$ cat src/rtl/canny_pixel_writer.sv
// -----------------------------------------------------------------------------
// canny_pixel_writer
//
// Packs 8-bit filtered edge pixels into 64-bit little-endian words and writes
// them to consecutive word addresses from STARTADDRESS to ENDADDRESS. After the
// word at ENDADDRESS has been written the block parks in a sticky DONE state
// until reset.
//
// Two word buffers decouple the pixel stream from memory stalls:
//   - The pack register assembles the next word. It may hold one complete word
//     while the output register is still busy.
//   - The output register drives writeData for the request in flight.
//
// Ports
//   clk           single clock, all state changes on the rising edge
//   reset         asynchronous, active-low reset
//   pixelValid    pixelData holds a valid pixel this cycle
//   pixelData     8-bit filtered edge pixel
//   pixelReady    a pixel offered this cycle is accepted at the next edge
//   flush         zero-pad the partial word and emit it
//   writeEn       write request to memory
//   writeAddress  word address of the current request (PIXW bits)
//   writeData     packed 64-bit pixel word
//   writeWait     memory stall; the request is held while high
//   done          the word at ENDADDRESS has been written
// -----------------------------------------------------------------------------
module canny_pixel_writer #(
    parameter int STARTADDRESS = 0,
    parameter int ENDADDRESS   = 2097151,
    parameter int PIXW         = 24
) (
    input  logic            clk,
    input  logic            reset,
    input  logic            pixelValid,
    input  logic [7:0]      pixelData,
    output logic            pixelReady,
    input  logic            flush,
    output logic            writeEn,
    output logic [PIXW-1:0] writeAddress,
    output logic [63:0]     writeData,
    input  logic            writeWait,
    output logic            done
);

    typedef enum logic [1:0] {
        S_EMPTY = 2'd0,
        S_WRITE = 2'd1,
        S_DONE  = 2'd2
    } state_t;

    state_t          r_state;
    state_t          w_state_next;

    logic [63:0]     r_pack;       // word being assembled (unfilled lanes stay zero)
    logic [2:0]      r_fill;       // pixels already in r_pack
    logic            r_pack_full;  // r_pack holds a complete word waiting for output
    logic [63:0]     r_out_data;   // word of the current/last request
    logic [PIXW-1:0] r_addr;

    logic            w_accept;
    logic            w_write_done;
    logic            w_last;
    logic            w_word_done;
    logic            w_out_free;
    logic            w_promote_new;
    logic            w_promote_pack;
    logic [63:0]     w_pack_next;

    assign w_accept     = pixelValid && pixelReady;
    assign w_write_done = (r_state == S_WRITE) && !writeWait;
    assign w_last       = (r_addr == PIXW'(ENDADDRESS));

    // A word completes on the 8th pixel, or on flush when at least one pixel
    // (including one accepted on this very edge) is in the word. Because the
    // pack register is cleared whenever a word leaves it, unfilled lanes are
    // already zero and padding needs no extra logic.
    assign w_word_done = (r_state != S_DONE) &&
                         ((w_accept && (r_fill == 3'd7)) ||
                          (flush && ((r_fill != 3'd0) || w_accept)));

    // The output register can take a word this edge if it is idle, or if the
    // current write completes now, is not the last one, and no older full
    // word is already queued ahead of it.
    assign w_out_free     = (r_state == S_EMPTY) ||
                            (w_write_done && !w_last && !r_pack_full);
    assign w_promote_new  = w_word_done && w_out_free;
    assign w_promote_pack = r_pack_full && w_write_done && !w_last;

    // Pack register with the current pixel (if any) dropped into its lane.
    always_comb begin
        // NOTE: every signal assigned in a combinational block gets a default
        // first so no path can leave it unassigned and infer a latch.
        w_pack_next = r_pack;
        if (w_accept) begin
            w_pack_next[{r_fill, 3'b000} +: 8] = pixelData;
        end
    end

    // ---------------------------------------------------------------- FSM ---
    always_ff @(posedge clk or negedge reset) begin
        if (!reset) begin
            r_state <= S_EMPTY;
        end else begin
            // NOTE: sequential state is updated with non-blocking assignments
            // so every flop samples pre-edge values regardless of block order.
            r_state <= w_state_next;
        end
    end

    always_comb begin
        w_state_next = r_state;
        unique case (r_state)
            S_EMPTY: begin
                if (w_word_done) begin
                    w_state_next = S_WRITE;
                end
            end
            S_WRITE: begin
                if (w_write_done) begin
                    if (w_last) begin
                        w_state_next = S_DONE;
                    end else if (r_pack_full || w_word_done) begin
                        w_state_next = S_WRITE;
                    end else begin
                        w_state_next = S_EMPTY;
                    end
                end
            end
            S_DONE:  w_state_next = S_DONE;
            default: w_state_next = S_EMPTY;
        endcase
    end

    always_comb begin
        writeEn    = (r_state == S_WRITE);
        done       = (r_state == S_DONE);
        // Stall the pixel stream only when both word buffers are occupied.
        pixelReady = reset && (r_state != S_DONE) &&
                     !(r_pack_full && (r_state == S_WRITE));
    end

    // ----------------------------------------------------------- datapath ---
    always_ff @(posedge clk or negedge reset) begin
        if (!reset) begin
            r_pack      <= '0;
            r_fill      <= '0;
            r_pack_full <= 1'b0;
            r_out_data  <= '0;
            r_addr      <= PIXW'(STARTADDRESS);
        end else begin
            if (w_word_done) begin
                r_fill <= 3'd0;
                if (w_promote_new) begin
                    r_pack      <= '0;
                    r_pack_full <= 1'b0;
                end else begin
                    r_pack      <= w_pack_next;
                    r_pack_full <= 1'b1;
                end
            end else if (w_promote_pack) begin
                r_pack      <= '0;
                r_pack_full <= 1'b0;
            end else if (w_accept) begin
                r_pack <= w_pack_next;
                r_fill <= r_fill + 3'd1;
            end

            // The queued full word is older than any word completing now.
            if (w_promote_pack) begin
                r_out_data <= r_pack;
            end else if (w_promote_new) begin
                r_out_data <= w_pack_next;
            end

            if (w_write_done) begin
                r_addr <= r_addr + PIXW'(1);
            end
        end
    end

    assign writeAddress = r_addr;
    assign writeData    = r_out_data;

endmodule

$ cat config.mk
export PLATFORM = sky130hd
export DESIGN_NAME = canny_pixel_writer
export DESIGN_NICKNAME = d
export VERILOG_FILES = /design/src/rtl/canny_pixel_writer.sv
export SDC_FILE = /design/constraint.sdc
export NUM_CORES = 1
export LEC_CHECK = 0
export BUFFER_PORTS_ARGS = -buffer_cell sky130_fd_sc_hd__buf_2
export CAP_MARGIN = 20
export CORE_MARGIN = 5
export CORE_UTILIZATION = 62
export CTS_BUF_LIST = sky130_fd_sc_hd__clkbuf_4 sky130_fd_sc_hd__clkbuf_8 sky130_fd_sc_hd__clkbuf_16
export DETAILED_ROUTE_END_ITERATION = 7
export PLACE_DENSITY = 0.86
export SLEW_MARGIN = 20
export SYNTH_ARGS = -nofsm -noshare
export SYNTH_HDL_FRONTEND = slang
export SYNTH_SLANG_ARGS = --single-unit
$ cat constraint.sdc
create_clock -name clk -period 3.6 [get_ports clk]
set_input_delay 0.54 -clock clk [delete_from_list [all_inputs] [get_ports clk]]
set_output_delay 0.54 -clock clk [all_outputs]
set_load 0.02 [all_outputs]
==> results of run 1 <==
==> final cells by class <==
class                           count  area, sq um
Fill cell                         775         2970
Clock buffer                       22          488
Timing Repair Buffer              117          629
Inverter                           17         63.8
Multi-Input combinational cell    450         3030
Sequential cell                   158         3950
Tap cell                          143          179
Clock inverter                     10          111
==> cells in the mapped netlist, types with 5 or more instances <==
| cell type | instances | area, sq um |
|---|---|---|
| buf_1 | 9 | 33.8 |
| a22oi_1 | 8 | 60.1 |
| dfrtp_1 | 158 | 3950 |
| clkbuf_1 | 15 | 56.3 |
| o21ai_0 | 23 | 115 |
| a22o_1 | 16 | 140 |
| and2_1 | 5 | 31.3 |
| a211oi_1 | 24 | 180 |
| a21oi_1 | 13 | 65.1 |
| nand2_1 | 64 | 240 |
| a221o_1 | 25 | 250 |
| o31ai_4 | 5 | 106 |
| xor2_1 | 9 | 78.8 |
| nand4_1 | 5 | 31.3 |
| nor2_1 | 59 | 221 |
| xnor2_1 | 14 | 123 |
| o221a_2 | 7 | 78.8 |
| buf_2 | 8 | 40.0 |
| and3_1 | 11 | 68.8 |
| ha_1 | 7 | 87.6 |
| nor3_1 | 30 | 150 |
| inv_1 | 16 | 60.1 |
| nand3_1 | 21 | 105 |
| o2bb2ai_1 | 48 | 420 |
==> path summary, 6_finish.rpt <==
path / end / from / slack, ns / cells after the start
hold reg to reg: r_pack[12] / r_pack[12] / 0.49 / 1
max in group asynchronous: writeData[63] / reset / 1.94 / 3
hold / removal: r_state[0] / writeWait / 0.40 / 3
setup / recovery: writeData[13] / reset / 0.49 / 8
min in group asynchronous: r_pack[42] / reset / 0.53 / 2
setup reg to reg: writeData[7] / r_fill[0] / 0.55 / 9
==> repair_timing <==
item	CTS	global route
endpoints found under the hold margin	19	0
hold buffers	1	0
buffers inserted	0	0
==> where the power goes <==
group | internal [uW] | switching [uW]
Combinational | 802 | 1640
Sequential | 2110 | 252
Clock | 1100 | 698
==> state kept, by name, summed over array words and instances (netlist names) <==
name / count
r_pack: 64
writeData: 64
writeAddress: 24
r_fill: 3
r_state: 2
r_pack_full: 1
==> per-stage QoR <==
stage	cell area [sq um]	setup slack, ns	util (%)
3_5_place_dp	7840	0.647	68.7
5_1_grt	8450	0.268	74.0
3_3_place_gp	7840	0.763	68.7
6_report	8450	0.487	74.0
2_1_floorplan	7190	1.12	-
4_1_cts	8450	0.529	74.0
==> worst reg2reg max path: stages (launching register included) <==
cell     delay, ns
dfrtp_1       0.47
inv_1         0.14
ha_1          0.22
ha_1          0.25
nor2b_1       0.28
o21ai_0       0.22
a21oi_2       0.22
buf_4         0.34
or2_1         0.55
o21ai_0       0.21
==> cells in the final DEF (no fill, tap or decap), types with 3 or more instances in the layout <==
cell type | netlist | layout
a211oi_1 | 24 | 24
a22o_1 | 16 | 16
a22oi_1 | 8 | 8
and4_1 | 4 | 4
xnor2_1 | 14 | 14
clkbuf_16 | 0 | 17
o221a_2 | 7 | 7
nor3_1 | 30 | 30
o2bb2ai_1 | 48 | 48
o211ai_1 | 3 | 3
xor2_1 | 9 | 9
nor2_1 | 59 | 59
dfrtp_1 | 158 | 158
nand4_1 | 5 | 5
a31oi_1 | 3 | 3
nand2_1 | 64 | 64
and2_1 | 5 | 5
clkinvlp_4 | 0 | 3
nor2b_1 | 3 | 3
clkbuf_8 | 0 | 4
nor2_2 | 4 | 4
o21ai_1 | 3 | 3
a21oi_1 | 13 | 13
inv_1 | 16 | 16
nand3b_1 | 3 | 3
nand2b_1 | 4 | 4
buf_2 | 8 | 102
ha_1 | 7 | 7
clkinv_2 | 0 | 4
o31ai_4 | 5 | 5
a221o_1 | 25 | 25
buf_4 | 1 | 13
o21ai_2 | 3 | 3
and3_1 | 11 | 11
o21ai_0 | 23 | 23
nand3_1 | 21 | 21
==> per-layer routing <==
metal	up-vias	share of wire, %
met3	61	9.3
li1	2651	-
met2	350	49
met4	0	3.0
met5	-	0
met1	2987	39
==> cells by family after synthesis <==
family                   count (synthesis)
XOR/XNOR                                23
flip-flops                             158
AND/OR/NAND/NOR                        226
multiplexers                             3
adder cells (fa/ha/maj)                  7
buffers and inverters                   51
AO/OA/AOI/OAI                          191
==> reports/metrics.cfg, run 1 <==
[cells_and_area]
fin_cells=917
drive_gt1_share_pct=23.3
fin_nets=781
syn_to_final_growth_pct=17.5
num_antenna_cells=0

[yosys]
netlist-cell-type-count=58
syn-num-nets=679
synth_xor_area_share_pct=2.80
synth-warning-count=0
synthAdderAreaFrac_pct=1.22
synth_ff_type=dfrtp_1
mappedNetlistArea_sq_mm=0.00719
syn_avg_cell_area_sq_um=10.9
synth_top_family_by_area=compound AO/OA/AOI/OAI gates
synth-async-reset-ratio_pct=100
synth.area.mux_share_pct=0.452
synth-simple-area-share_pct=15.4
synth-edff-count=0
ys_seq_area_share_pct=55.0
synthesis.instances=659
synth_seq_cells=158
synth-compound-area-share_pct=22.2

[setup_path]
start_kind=input pin
end_kind=register
critPathArrivalTime_ns=3.47
crit_path_top_delay_cell=o21ai_1
required_ns=3.96
cp_num_buf_inv=2
critical-path-top-delay-family=compound AO/OA/AOI/OAI gates
cp_cell_sequence=dlygate4sd3_1 -> buf_6 -> nand2_1 -> or3_1 -> a21boi_4 -> nand2_1 -> o21ai_1 -> a221o_1
critical_path.max_stage_delay_ns=0.63
worstSetupPathType=in -> reg
cp_common_cell=nand2_1
crit_fanout=23

[clock_network]
clk_pin_slew_ns=0.06
cts_max_level=4
cts_resized=0
clk_latency_ns=0.43
tritoncts=built
cts_buffers=17
cts_num_sinks=158
root_buffer=clkbuf_16
clock_path_buffers=2

[timing]
final-hold-violation-count=0
maxSlewHeadroom_pct=41.3
fin_crit_ns=3.11
rsz0062_at_grt=no
worstMarginPinSlew_ns=0.880
whs_ns=0.402
fin_crit_sh_pct=86.5
setup_violations=0
finalSetupTns_ns=0
max_freq_ghz=0.321
finalMaxSlewViolations=0
skew_ns=0.00745

[power]
ir_drop_mv=0.485
powerDensity_mw_per_mm2=780
p_leak_uw=0.00394
total_power_uw=6590

[die]
core_area_sq_mm=0.0114
die_area_sq_mm=0.0139
die_y_um=118
rows=39
num_io_pins=104
initial_core_util_pct=63.0
die_x_um=118

[global_routing]
track_usage_pct=28.3
gr-total-overflow=0
grt.met1_usage_pct=36.8
antenna_found_initial=0
busiest_layer=met2
grt_pass1_vias=6146
grt_max_degree=74
grt_pass1_wl_um=31900
use_met2_pct=45.6
globalRouteMet3Util_pct=8.12

[status]
status=complete, no violations

[placed_design]
dp.cells=884
gp_congestion=0.988
dpl.hpwl_um=13100
portBuffers=103

[detailed_routing]
drt_first_pass_iters=6
postRouteWirelength_um=19400
via_per_inst=6.60
via_count=6049
wl_per_cell_um=21.1
drc_errors=0
ant_nets=0
drt-initial-drc-count=869

[job]
maxCapViolations=0

[hold_path]
min_path_type=in -> reg

Note: power is estimated with default switching activity, not from simulation.
==> inputs of run 2 (changes only) <==
--- a/config.mk
+++ b/config.mk
@@ -5,13 +5,14 @@
 export SDC_FILE = /design/constraint.sdc
 export NUM_CORES = 1
 export LEC_CHECK = 0
+export ABC_AREA = 1
 export BUFFER_PORTS_ARGS = -buffer_cell sky130_fd_sc_hd__buf_2
 export CAP_MARGIN = 20
 export CORE_MARGIN = 5
 export CORE_UTILIZATION = 62
 export CTS_BUF_LIST = sky130_fd_sc_hd__clkbuf_4 sky130_fd_sc_hd__clkbuf_8 sky130_fd_sc_hd__clkbuf_16
 export DETAILED_ROUTE_END_ITERATION = 7
-export PLACE_DENSITY = 0.86
+export PLACE_DENSITY = 0.85
 export SLEW_MARGIN = 20
 export SYNTH_ARGS = -nofsm -noshare
 export SYNTH_HDL_FRONTEND = slang
==> reports/metrics.cfg, run 2 <==
[cells_and_area]
final_area_sq_mm=0.00865  ; +2.4%
fin_util_pct=72.3  ; -1.7 points
n_fill_cell=921  ; +19%
fin_nets=1038  ; +33%
num_antenna_cells=0  ; unchanged
seqCellArea_sq_mm=0.00395  ; unchanged
drive_gt1_share_pct=17.0  ; -6.3 points
layout_commonest_cell=nand2_1
syn_to_final_growth_pct=15.0
layout_common_cells=nand2_1 (322), dfrtp_1 (158), nand3_1 (118)
multi_input_area_sq_mm=0.00316  ; +4.3%

[clock_network]
cts_resized=0  ; unchanged
clock_path_buffers=2  ; unchanged
clk_latency_ns=0.43  ; about the same
cts_buffers=17  ; unchanged
postCtsSetupRepairBufs=0  ; unchanged
cts_max_level=4  ; unchanged
clk_pin_slew_ns=0.07  ; about the same
root_buffer=clkbuf_16
tritoncts=built
cts-hold-fix-buffers=1  ; unchanged
cts_num_sinks=158  ; unchanged

[setup_path]
end_kind=register
cp_cell_sequence=inv_2 -> ha_1 -> ha_1 -> inv_1 -> nand2_1 -> nand2_1 -> nand2_2 -> nor2_2 -> nand2_4 -> inv_2 -> nor2_1
crit_path_top_delay_cell=dfrtp_1
critical_path.max_stage_delay_ns=0.71  ; +0.08 ns
critPathArrivalTime_ns=3.22  ; -0.25 ns
worstSetupPathType=reg -> reg
required_ns=3.88  ; -0.08 ns
crit_fanout=43  ; +87%
start_kind=register
critical-path-top-delay-family=buffers and inverters
cp_num_buf_inv=3  ; +1

[detailed_routing]
wl_per_cell_um=16.2  ; -23%
via_count=6574  ; +8.7%
drc_errors=0  ; unchanged
drt_first_pass_iters=6  ; unchanged
drt-initial-drc-count=790  ; -9.1%
via_per_inst=5.58  ; -15%
ant_nets=0  ; unchanged
postRouteWirelength_um=19100  ; -1.7%

[hold_path]
min_path_type=in -> reg

[yosys]
synth-edff-count=0  ; unchanged
synth.area.top_cells=dfrtp_1 (53%), nand2_1 (16%), nand3_1 (7.8%)
ys_seq_area_share_pct=52.5  ; -2.4 points
synth-async-reset-ratio_pct=100  ; unchanged
synth_top_area_cell=dfrtp_1
netlist-cell-type-count=31  ; -47%
mappedNetlistArea_sq_mm=0.00752  ; +4.6%
synth_top_area_share_pct=52.5  ; -2.4 points
syn_avg_cell_area_sq_um=8.07  ; -26%
yosys.cell_count.top_type=nand2_1
synthesis.instances=933  ; +42%
synth-warning-count=0  ; unchanged
synth_ff_type=dfrtp_1
synth_common_cells=nand2_1 (322), dfrtp_1 (158), nand3_1 (118)
synth_seq_cells=158  ; unchanged
syn-num-nets=953  ; +40%

[timing]
max_freq_ghz=0.340  ; +5.7%
setup_violations=0  ; unchanged
final-hold-violation-count=0  ; unchanged
worstMarginPinSlew_ns=0.937  ; +0.0571 ns
finalSetupTns_ns=0  ; unchanged
skew_ns=0.0110  ; +0.00352 ns
finalMaxSlewViolations=0  ; unchanged
maxSlewHeadroom_pct=37.5  ; -3.8 points
rsz0062_at_grt=no
fin_crit_sh_pct=81.8  ; -4.7 points
fin_crit_ns=2.94  ; -0.169 ns
whs_ns=0.400  ; -0.00244 ns

[die]
initial_core_util_pct=62.9  ; -0.088 points
die_x_um=120  ; +2.1%
num_io_pins=104  ; unchanged
rows=40  ; +2.6%
core_area_sq_mm=0.0120  ; +4.8%
die_area_sq_mm=0.0144  ; +4.2%
die_y_um=120  ; +2.1%

[power]
powerDensity_mw_per_mm2=679  ; -13%
ir_drop_mv=0.346  ; -29%
p_leak_uw=0.00477  ; +21%

[global_routing]
track_usage_pct=27.5  ; -0.83 points
gr-total-overflow=0  ; unchanged
grt_max_degree=77  ; +4.1%
grt_pass1_wl_um=31300  ; -2.0%
antenna_found_initial=0  ; unchanged
grt_pass1_vias=6171  ; +0.41%

[placed_design]
portBuffers=103  ; unchanged
gp_congestion=0.976  ; -1.2%
dpl_cell_area_sq_mm=0.00804  ; +2.5%
dpl.hpwl_um=12800  ; -1.6%

[job]
maxCapViolations=0  ; unchanged

[status]
status=complete, no violations

-- run 2: changes by cell type after synthesis, sizes merged, moves of 20 or more --
cell,before,now
a211oi,24,0
a21oi,15,35
a221o,25,0
buf,19,43
inv,17,40
nand2,65,327
nand3,21,124
nor2,63,121
nor3,31,9
o2bb2ai,48,0
-- run 2: tightest hold or removal path, stage by stage --
cell and delay (ns):
buf_2 0.10, nand2_1 0.07, nand3_1 0.08
-- run 2: per-stage QoR --
stage / instances / setup WS (ns) / total power [uW]
2_1_floorplan: 933 / 1.45 / 3570
3_3_place_gp: 1145 / 0.803 / 3990
3_5_place_dp: 1145 / 0.696 / 4040
4_1_cts: 1178 / 0.707 / 5870
5_1_grt: 1178 / 0.388 / 6180
6_report: 1178 / 0.656 / 5870
-- run 2: metal layers --
layer  part of all wire, %  track usage [%]
met3                   7.5             5.84
met5                     0                0
met4                   2.7             10.5
met1                    42             37.7
met2                    47             43.1
-- run 2: path summary, 6_finish.rpt --
kind / startpoint / end / slack, ns / depth (start not counted)
worst max-delay path: r_fill[0] / r_pack[35] / 0.66 / 11
worst min-delay path: writeWait / r_state[0] / 0.40 / 3
worst max register to register: r_fill[0] / r_pack[35] / 0.66 / 11
worst min register to register: r_pack[8] / r_pack[8] / 0.48 / 2
max in group asynchronous: reset / writeAddress[10] / 1.13 / 4
min in group asynchronous: reset / writeData[56] / 0.56 / 2
-- run 2: layout make-up --
| class | count | area share [%] |
|---|---|---|
| Sequential cell | 158 | 45.7 |
| Multi-Input combinational cell | 689 | 36.5 |
| Timing Repair Buffer | 112 | 6.99 |
| Clock buffer | 21 | 5.34 |
| Tap cell | 147 | 2.13 |
| Inverter | 40 | 1.74 |
| Clock inverter | 11 | 1.63 |
-- run 2: kinds of logic after synthesis --
logic type,Yosys count,share of synthesized area (%)
simple gates,590,33.6
flops,158,52.5
buf+inv,86,5.52
compound gates,75,5.22
xor+xnor,17,1.98
fa+ha+maj,7,1.16
-- run 2: where the power goes --
group	switching, uW	total (uW)	internal (uW)
clock	703	1830	1130
sequential	197	2260	2070
combinational	1300	1780	479
==> inputs of run 3 (changes only) <==
--- a/config.mk
+++ b/config.mk
@@ -9,10 +9,10 @@
 export BUFFER_PORTS_ARGS = -buffer_cell sky130_fd_sc_hd__buf_2
 export CAP_MARGIN = 20
 export CORE_MARGIN = 5
-export CORE_UTILIZATION = 62
+export CORE_UTILIZATION = 52
 export CTS_BUF_LIST = sky130_fd_sc_hd__clkbuf_4 sky130_fd_sc_hd__clkbuf_8 sky130_fd_sc_hd__clkbuf_16
 export DETAILED_ROUTE_END_ITERATION = 7
-export PLACE_DENSITY = 0.85
+export PLACE_DENSITY = 0.76
 export SLEW_MARGIN = 20
 export SYNTH_ARGS = -nofsm -noshare
 export SYNTH_HDL_FRONTEND = slang
==> constraint.sdc (replaced) <==
create_clock -name clk -period 2.5 [get_ports clk]
set_input_delay 0.375 -clock clk [delete_from_list [all_inputs] [get_ports clk]]
set_output_delay 0.375 -clock clk [all_outputs]
set_load 0.02 [all_outputs]
==> reports/metrics.cfg, run 3 (synthesis gave the netlist of run 2 again) <==
[clock_network]
cts_max_level=4  ; unchanged
cts_buffers=17  ; unchanged
clock_path_buffers=2  ; unchanged
tritoncts=built
clk_latency_ns=0.43  ; about the same
cts_num_sinks=158  ; unchanged
clk_pin_slew_ns=0.06  ; about the same
root_buffer=clkbuf_16
postCtsSetupRepairBufs=0  ; unchanged

[global_routing]
track_usage_pct=23.6  ; -3.9 points
grt_max_degree=159  ; +110%
antenna_found_initial=0  ; unchanged
grt_pass1_wl_um=31500  ; +0.86%
gr-total-overflow=0  ; unchanged
grt_pass1_vias=6120  ; -0.83%

[timing]
max_freq_ghz=0.449  ; +32%
fin_crit_ns=2.23  ; -0.718 ns
fin_crit_sh_pct=89.1  ; +7.3 points
setup_violations=0  ; unchanged
finalMaxSlewViolations=0  ; unchanged
skew_ns=0.0102  ; -0.000724 ns
maxSlewHeadroom_pct=43.5  ; +5.9 points
worstMarginPinSlew_ns=0.848  ; -0.0889 ns
rsz0062_at_grt=no
finalSetupTns_ns=0  ; unchanged
final-hold-violation-count=0  ; unchanged

[placed_design]
gp_congestion=0.935  ; -4.2%
dpl.hpwl_um=12900  ; +0.17%
portBuffers=103  ; unchanged

[cells_and_area]
seqCellArea_sq_mm=0.00395  ; unchanged
multi_input_area_sq_mm=0.00316  ; +0.28%
n_fill_cell=1240  ; +35%
layout_commonest_cell=nand2_1
syn_to_final_growth_pct=16.6
drive_gt1_share_pct=17.7  ; +0.74 points
layout_common_cells=nand2_1 (322), dfrtp_1 (158), nand3_1 (118)
fin_nets=1046  ; +0.77%
num_antenna_cells=0  ; unchanged

[detailed_routing]
postRouteWirelength_um=19000  ; -0.17%
via_per_inst=5.33  ; -4.5%
drt_first_pass_iters=5  ; -1
ant_nets=0  ; unchanged
wl_per_cell_um=15.6  ; -3.8%
drt-initial-drc-count=602  ; -24%
drc_errors=0  ; unchanged
via_count=6518  ; -0.85%

[setup_path]
end_kind=register
start_kind=register
critPathArrivalTime_ns=2.59  ; -0.63 ns
required_ns=2.86  ; -1.02 ns
crit_fanout=9  ; -79%
worstSetupPathType=reg -> reg

[power]
p_leak_uw=0.00480  ; +0.51%
total_power_uw=8500  ; +45%
powerDensity_mw_per_mm2=969  ; +43%
ir_drop_mv=0.628  ; +82%

[die]
core_area_sq_mm=0.0144  ; +20%
num_io_pins=104  ; unchanged
die_y_um=130  ; +8.4%
initial_core_util_pct=52.4  ; -11 points
die_area_sq_mm=0.0170  ; +18%
rows=44  ; +10%
die_x_um=130  ; +8.4%

[job]
maxCapViolations=0  ; unchanged

[hold_path]
min_path_type=in -> async

[status]
status=complete, no violations

-- run 3: cell types whose count changed in the layout (fill, tap and decap cells not counted), sizes merged --
cell	before	now
buf	111	120
clkbuf	21	17
inv	40	44
clkinvlp	3	6
clkinv	5	3
bufinv	3	2
dlygate4sd3	1	0
-- run 3: through the flow --
stage / cell area (sq um) / std cells / setup slack [ns] / hold WS [ns] / util, %
final: 8770 / 1223 / 0.273 / 0.0795 / 61.1
after global routing: 8770 / 1223 / 0.101 / 0.192 / 61.1
after CTS: 8760 / 1223 / 0.237 / 0.154 / 61.0
after detailed placement: 8180 / 1191 / 0.259 / 0.466 / 56.9
after global placement: 8180 / 1191 / 0.323 / 0.458 / 56.9
after floorplan: 7520 / 933 / 0.345 / 0.0794 / -
-- run 3: final timing paths --
kind                       startpoint  slack (ns)       endpoint  cells after the start
max                         r_fill[1]        0.27     r_pack[55]                     10
max in group asynchronous       reset        1.80      r_pack[6]                      2
max reg2reg                 r_fill[1]        0.27     r_pack[55]                     10
min reg2reg                r_pack[18]        0.48     r_pack[18]                      2
min                             reset        0.08  writeData[54]                      2
min in group clk            writeWait        0.24     r_state[0]                      3
-- run 3: cell type report --
cell class	count	area share, %
clock buffer	17	4.85
timing repair buffer	120	7.83
tap	184	2.62
multi-input combinational	689	36.1
sequential	158	45.1
clock inverter	15	1.84
inverter	40	1.71
-- run 3: report_power, final --
group          switching, uW  internal, uW  total [uW]  leakage (uW)
combinational           1910           776        2690       0.00236
clock                   1100          1480        2580      0.000270
sequential               255          2970        3230       0.00216
-- run 3: metal layers --
metal / global-route usage, % / part of all wire (%) / up-vias
li1: - / - / 3172
met1: 34.4 / 44 / 3082
met2: 34.5 / 47 / 230
met3: 5.69 / 6.5 / 34
met4: 8.56 / 2.5 / 0
met5: 0 / 0 / -
-- run 3: what timing repair did --
item,in CTS,in global routing
endpoints found under the setup margin,0,10
resized for setup,0,1
hold buffers,0,0
-- run 3: worst max-delay path, cell delays in order (launching register included) --
cell and delay, ns:
dfrtp_1 0.37, inv_1 0.10, ha_1 0.19, ha_1 0.33, inv_1 0.13, nand3_1 0.29, nor2_2 0.35, nand2_1 0.13
nand2_1 0.12, nand2_1 0.06, nor2_1 0.08
